--- config.mk ---
export PLATFORM = sky130hd
export DESIGN_NAME = cpu_mc_param
export DESIGN_NICKNAME = d
export VERILOG_FILES = /design/src/rtl/cpu_mc_pkg.sv /design/src/rtl/cpu_mc_alu.sv /design/src/rtl/cpu_mc_param.sv
export SDC_FILE = /design/constraint.sdc
export NUM_CORES = 1
export LEC_CHECK = 0
export BUFFER_PORTS_ARGS = -buffer_cell sky130_fd_sc_hd__buf_2
export CAP_MARGIN = 40
export CORE_MARGIN = 10
export CORE_UTILIZATION = 55
export DETAILED_ROUTE_END_ITERATION = 10
export GPL_ROUTABILITY_DRIVEN = 0
export PLACE_DENSITY = 0.75
export SLEW_MARGIN = 0
export SYNTH_ARGS = -nofsm -noshare
export SYNTH_HDL_FRONTEND = slang
export SYNTH_SLANG_ARGS = --single-unit
--- constraint.sdc ---
create_clock -name clk -period 33.3 [get_ports clk]
set_clock_uncertainty 0.05 [all_clocks]
set_input_delay 3.33 -clock clk [delete_from_list [all_inputs] [get_ports clk]]
set_output_delay 3.33 -clock clk [all_outputs]
set_load 0.1 [all_outputs]
--- src/rtl/cpu_mc_pkg.sv ---
// Shared definitions for the parametrised multi-cycle CPU: opcodes, FSM states,
// instruction field extraction and rotate helpers.
package cpu_mc_pkg;

    localparam logic [3:0] OP_NOP   = 4'd0;
    localparam logic [3:0] OP_LOAD  = 4'd1;
    localparam logic [3:0] OP_STORE = 4'd2;
    localparam logic [3:0] OP_JG    = 4'd3;
    localparam logic [3:0] OP_JE    = 4'd4;
    localparam logic [3:0] OP_JMP   = 4'd5;
    localparam logic [3:0] OP_ROL   = 4'd6;
    localparam logic [3:0] OP_ROR   = 4'd7;
    localparam logic [3:0] OP_CMP   = 4'd8;
    localparam logic [3:0] OP_SUB   = 4'd9;
    localparam logic [3:0] OP_AND   = 4'd10;
    localparam logic [3:0] OP_ADD   = 4'd11;
    localparam logic [3:0] OP_IN    = 4'd12;
    localparam logic [3:0] OP_OUT   = 4'd13;
    localparam logic [3:0] OP_LDI   = 4'd14;
    localparam logic [3:0] OP_HALT  = 4'd15;

    typedef enum logic [1:0] {
        ST_FETCH,
        ST_EXEC,
        ST_WAIT_IN,
        ST_HALT
    } state_t;

    // Layout from MSB: op(4) | rd(ra_w) | rs(ra_w) | a(addr_w)
    function automatic logic [3:0] fld_op(input logic [31:0] instr, input int instr_w);
        return 4'((instr >> (instr_w - 4)) & 32'hF);
    endfunction

    function automatic logic [31:0] fld_rd(input logic [31:0] instr, input int ra_w,
                                           input int addr_w);
        return (instr >> (ra_w + addr_w)) & ((32'd1 << ra_w) - 32'd1);
    endfunction

    function automatic logic [31:0] fld_rs(input logic [31:0] instr, input int ra_w,
                                           input int addr_w);
        return (instr >> addr_w) & ((32'd1 << ra_w) - 32'd1);
    endfunction

    function automatic logic [31:0] fld_a(input logic [31:0] instr, input int addr_w);
        return instr & ((32'd1 << addr_w) - 32'd1);
    endfunction

    // Rotate the low w bits of x left by n (0 <= n < w); upper bits come back zero.
    function automatic logic [63:0] rol_w(input logic [63:0] x, input int w, input int n);
        logic [63:0] mask;
        mask = (w >= 64) ? '1 : ((64'd1 << w) - 64'd1);
        if (n == 0)
            return x & mask;
        return ((x << n) | (x >> (w - n))) & mask;
    endfunction

    function automatic logic [63:0] ror_w(input logic [63:0] x, input int w, input int n);
        return rol_w(x, w, (w - n) % w);
    endfunction

endpackage

--- src/rtl/cpu_mc_alu.sv ---
// Combinational datapath for ADD/SUB/AND/ROL/ROR plus unsigned compare flags.
module cpu_mc_alu
    import cpu_mc_pkg::*;
#(
    parameter int DATA_W = 5
) (
    input  logic [3:0]        op,
    input  logic [DATA_W-1:0] a_val,
    input  logic [DATA_W-1:0] b_val,
    output logic [DATA_W-1:0] result,
    output logic              gt,
    output logic              eq
);

    int amt;

    // For rotates b_val carries the immediate; amount is taken modulo the width.
    assign amt = int'(b_val) % DATA_W;

    always_comb begin
        result = a_val;
        unique case (op)
            OP_ADD:  result = a_val + b_val;
            OP_SUB:  result = a_val - b_val;
            OP_AND:  result = a_val & b_val;
            OP_ROL:  result = DATA_W'(rol_w(64'(a_val), DATA_W, amt));
            OP_ROR:  result = DATA_W'(ror_w(64'(a_val), DATA_W, amt));
            default: result = a_val;
        endcase
    end

    assign gt = (a_val > b_val);
    assign eq = (a_val == b_val);

endmodule

--- src/rtl/cpu_mc_param.sv ---
// Parametrised multi-cycle CPU: FETCH/EXEC sequencing, register file, program
// memory with loader port, valid/ready input and pulsed output.
module cpu_mc_param
    import cpu_mc_pkg::*;
#(
    parameter  int DATA_W  = 5,
    parameter  int ADDR_W  = 3,
    parameter  int NREG    = 4,
    localparam int RA_W    = $clog2(NREG),
    localparam int INSTR_W = 4 + 2*RA_W + ADDR_W
) (
    input  logic               clk,
    input  logic               reset,
    input  logic               run,
    input  logic               load_we,
    input  logic [ADDR_W-1:0]  load_addr,
    input  logic [INSTR_W-1:0] load_data,
    input  logic [DATA_W-1:0]  in_data,
    input  logic               in_valid,
    output logic               in_ready,
    output logic [DATA_W-1:0]  out_data,
    output logic               out_valid,
    output logic [ADDR_W-1:0]  pc,
    output logic [INSTR_W-1:0] ir,
    output logic               halted,
    output logic               flag_gt,
    output logic               flag_eq
);

    state_t              state_reg, state_next;
    logic [ADDR_W-1:0]   pc_reg;
    logic [INSTR_W-1:0]  ir_reg;
    logic [DATA_W-1:0]   out_data_reg;
    logic                out_valid_reg;
    logic                gt_reg, eq_reg;
    logic [DATA_W-1:0]   regs [NREG];
    logic [INSTR_W-1:0]  mem [2**ADDR_W];

    logic [3:0]          op;
    logic [RA_W-1:0]     rd_idx, rs_idx;
    logic [ADDR_W-1:0]   a_fld;
    logic [DATA_W-1:0]   imm, rd_val, rs_val, alu_b, alu_res, load_val;
    logic [INSTR_W-1:0]  store_word;
    logic                alu_gt, alu_eq, jump_taken, load_ok;

    assign op     = fld_op(32'(ir_reg), INSTR_W);
    assign rd_idx = RA_W'(fld_rd(32'(ir_reg), RA_W, ADDR_W));
    assign rs_idx = RA_W'(fld_rs(32'(ir_reg), RA_W, ADDR_W));
    assign a_fld  = ADDR_W'(fld_a(32'(ir_reg), ADDR_W));

    // Size casts give zero-extension or truncation in either direction.
    assign imm        = DATA_W'(a_fld);
    assign rd_val     = regs[rd_idx];
    assign rs_val     = regs[rs_idx];
    assign load_val   = DATA_W'(mem[a_fld]);
    assign store_word = INSTR_W'(rd_val);
    assign alu_b      = (op == OP_ROL || op == OP_ROR) ? imm : rs_val;

    assign jump_taken = (op == OP_JMP) || (op == OP_JG && gt_reg) || (op == OP_JE && eq_reg);
    assign load_ok    = (state_reg == ST_FETCH && !run) || (state_reg == ST_HALT);

    cpu_mc_alu #(.DATA_W(DATA_W)) u_alu (
        .op     (op),
        .a_val  (rd_val),
        .b_val  (alu_b),
        .result (alu_res),
        .gt     (alu_gt),
        .eq     (alu_eq)
    );

    always_ff @(posedge clk or posedge reset) begin
        if (reset)
            state_reg <= ST_FETCH;
        else
            state_reg <= state_next;
    end

    always_comb begin
        state_next = state_reg;
        in_ready   = 1'b0;
        halted     = 1'b0;
        unique case (state_reg)
            ST_FETCH: begin
                if (run)
                    state_next = ST_EXEC;
            end
            ST_EXEC: begin
                if (op == OP_IN)
                    state_next = ST_WAIT_IN;
                else if (op == OP_HALT)
                    state_next = ST_HALT;
                else
                    state_next = ST_FETCH;
            end
            ST_WAIT_IN: begin
                in_ready = 1'b1;
                if (in_valid)
                    state_next = ST_FETCH;
            end
            ST_HALT: begin
                halted = 1'b1;
            end
            default: state_next = ST_FETCH;
        endcase
    end

    always_ff @(posedge clk or posedge reset) begin
        if (reset) begin
            pc_reg        <= '0;
            ir_reg        <= '0;
            out_data_reg  <= '0;
            out_valid_reg <= 1'b0;
            gt_reg        <= 1'b0;
            eq_reg        <= 1'b0;
            for (int i = 0; i < NREG; i++)
                regs[i] <= '0;
        end else begin
            out_valid_reg <= 1'b0;
            unique case (state_reg)
                ST_FETCH: begin
                    if (run) begin
                        ir_reg <= mem[pc_reg];
                        pc_reg <= pc_reg + 1'b1;
                    end
                end
                ST_EXEC: begin
                    if (jump_taken)
                        pc_reg <= a_fld;
                    unique case (op)
                        OP_LOAD: regs[rd_idx] <= load_val;
                        OP_LDI:  regs[rd_idx] <= imm;
                        OP_ROL, OP_ROR, OP_SUB, OP_AND, OP_ADD:
                            regs[rd_idx] <= alu_res;
                        OP_CMP: begin
                            gt_reg <= alu_gt;
                            eq_reg <= alu_eq;
                        end
                        OP_OUT: begin
                            out_data_reg  <= rd_val;
                            out_valid_reg <= 1'b1;
                        end
                        default: ;
                    endcase
                end
                ST_WAIT_IN: begin
                    if (in_valid)
                        regs[rd_idx] <= in_data;
                end
                default: ;
            endcase
        end
    end

    // Program memory is deliberately outside reset so a loaded program survives it.
    always_ff @(posedge clk) begin
        if (load_we && load_ok)
            mem[load_addr] <= load_data;
        else if (state_reg == ST_EXEC && op == OP_STORE)
            mem[a_fld] <= store_word;
    end

    assign pc        = pc_reg;
    assign ir        = ir_reg;
    assign out_data  = out_data_reg;
    assign out_valid = out_valid_reg;
    assign flag_gt   = gt_reg;
    assign flag_eq   = eq_reg;

endmodule

==> impl_metrics.ini <==
[status]
status = finished, final reports clean

[critical_path]
endpoint_kind = flop
worstPathArrival_ps = 17000
cp.required_ps = 33550
cp_max_fo = 22
critical_path_class = flop to flop
slowest_stage = dfrtp_1
crit_path_start_kind = flop
r2r_setup_slack_ps = 16550
critPathMaxStageDelay_ps = 800

[synth]
syn_area_mm2 = 0.0109
synth_seq_cells = 132
yosysSeqAreaShare_pct = 34.4
synth_area_leaders = edfxtp_1 (24%), dfrtp_1 (10%), mux4_2 (8.9%)
synth_edf_count = 88
synth_ff_type = edfxtp_1
synth_cells = 1140
syn_avg_cell_area_um2 = 9.54
ys_warn_count = 0
synth_area_leader_cell = edfxtp_1
yosysUniqueCellTypes = 105
post-synth-top-area-fraction_pct = 24.3
synth_nets = 1197
async_flop_share_pct = 33.3

[grt]
antenna_found_initial = 1
overflow = 0
track_usage_pct = 23.0
grt_pass1_wl_um = 48600
grt_max_degree = 45
grt_pass1_vias = 9217

[finish]
final_cell_mix = nor2_1 (123), nand2_1 (100), edfxtp_1 (88), a21oi_1 (73), o21ai_0 (70)
largest_reg_flops = 88
stdcell_count = 1454
final_common_cell = nor2_1
fill_cells = 1644
syn2layout_area_growth_pct = 9.46
multiInputGateArea_mm2 = 0.00674
drive_gt1_share_pct = 16.9
register_area_mm2 = 0.00374
fin_nets = 1232
utilization_pct = 61.1

[timing]
hold_viol_final = 0
slew_violations = 0
period_share_pct = 50.3
finalSetupTns_ps = 0
layout_min_cycle_time_ps = 16750
max_freq_ghz = 0.0597
maxSlewHeadroom_pct = 41.8
setup_viol = 0
worst_slew_pin_slew_ps = 873
layout_setup_ws_ps = 16550
rsz0062_at_grt = false

[place]
dp_hpwl_um = 22200
dpl.cell_count = 1421
pre_cts_slack_ps = 16970
io_buffers = 47

[clock_tree]
postCtsSetupBuffers = 0
clk_latency_ps = 420
ctsResizeCount = 0
clock_path_buffers = 2
cts_root_buf = clkbuf_16
cts_made_buffers = 17
postCtsHoldBufs = 0
htree_num_levels = 4
cts.clk_slew.worst_paths_ps = 60
cts.sink_count = 132
cts_tree = built

[floorplan]
core_area_mm2 = 0.0195
die_y_um = 161
start_util_pct = 55.9
rows = 51
fp.dieW_um = 161
ioPinCount = 48
dieArea_mm2 = 0.0258

[detailed_routing]
routedWlPerCell_um = 20.7
dr.pass1.iters = 8
viasPerCell = 6.66
totalWireLength_um = 30000
ant_nets = 0
drc = 0
dr_total_vias = 9688
drt_iter0_markers = 1400

[flow_run]
maxCapViolations = 0

[hold_path]
hold_path.class = flop to flop
-- area by class of cell --
class / count / share of cell area [%]
Clock buffer: 18 / 3.61
Inverter: 46 / 1.45
Tap cell: 265 / 2.79
Antenna cell: 1 / 0.0210
Clock inverter: 14 / 0.862
Sequential cell: 132 / 31.5
Timing Repair Buffer: 66 / 3.13
Multi-Input combinational cell: 912 / 56.7
-- critical path: cells and delay by family (launching register included) --
kind	cells	cell delay (ps)
adder cells (fa/ha/maj)	8	2310
multiplexers	2	540
flip-flops	1	800
buffers and inverters	8	1310
AO/OA/AOI/OAI	17	5340
AND/OR/NAND/NOR	18	4990
XOR/XNOR	4	1220
-- synth_stat cells (all sizes together) (15+ instances only) --
library cell,number
a21oi,75
nor2,125
and2,23
nor3,33
inv,45
dfrtp,44
nand2b,16
o211ai,17
o21ai,78
ha,31
xnor2,20
a31oi,22
a21o,15
nand3,26
o31ai,21
edfxtp,88
nand2,101
mux2,18
clkbuf,39
mux4,43
mux2i,28
-- routing by layer --
| layer | up-vias | wire, µm | share of wire, % | track usage (%) |
|---|---|---|---|---|
| met5 | - | 0 | 0 | 0 |
| met1 | 4670 | 13300 | 44 | 32.2 |
| li1 | 4464 | - | - | - |
| met4 | 0 | 558 | 1.9 | 7.35 |
| met2 | 503 | 13600 | 45 | 35.1 |
| met3 | 51 | 2640 | 8.8 | 4.70 |
-- logic make-up (layout without fill, tap and decap cells) --
kind of cell    Yosys count  in the layout  synth area share (%)
flops                   132            132                  34.4
fa+ha+maj                33             33                  3.94
mux                      89             89                  13.6
other cells               0              1                     0
compound gates          367            367                  24.6
buf+inv                  96            144                  3.52
simple gates            396            396                  17.6
xor+xnor                 27             27                  2.37
-- worst paths after layout --
check / startpoint / to / depth (start not counted)
worst max-delay path: ir[8] / regs[13] / 57
worst min-delay path: out_data[3] / out_data[3] / 1
worst max register to register: ir[8] / regs[13] / 57
worst min register to register: out_data[3] / out_data[3] / 1
max in group asynchronous: reset / state_reg[1] / 3
min in group asynchronous: reset / out_data[3] / 3
-- metrics by stage --
stage | cell area (µm²) | hold slack [ps]
3_3_place_gp | 11400 | 440
4_1_cts | 11900 | 460
2_1_floorplan | 10900 | 428
3_5_place_dp | 11400 | 444
6_report | 11900 | 455
5_1_grt | 11900 | 476
Power is left out: the tool's default activity adds up to more than one toggle a clock period on the data nets, which glitch-free logic cannot reach.
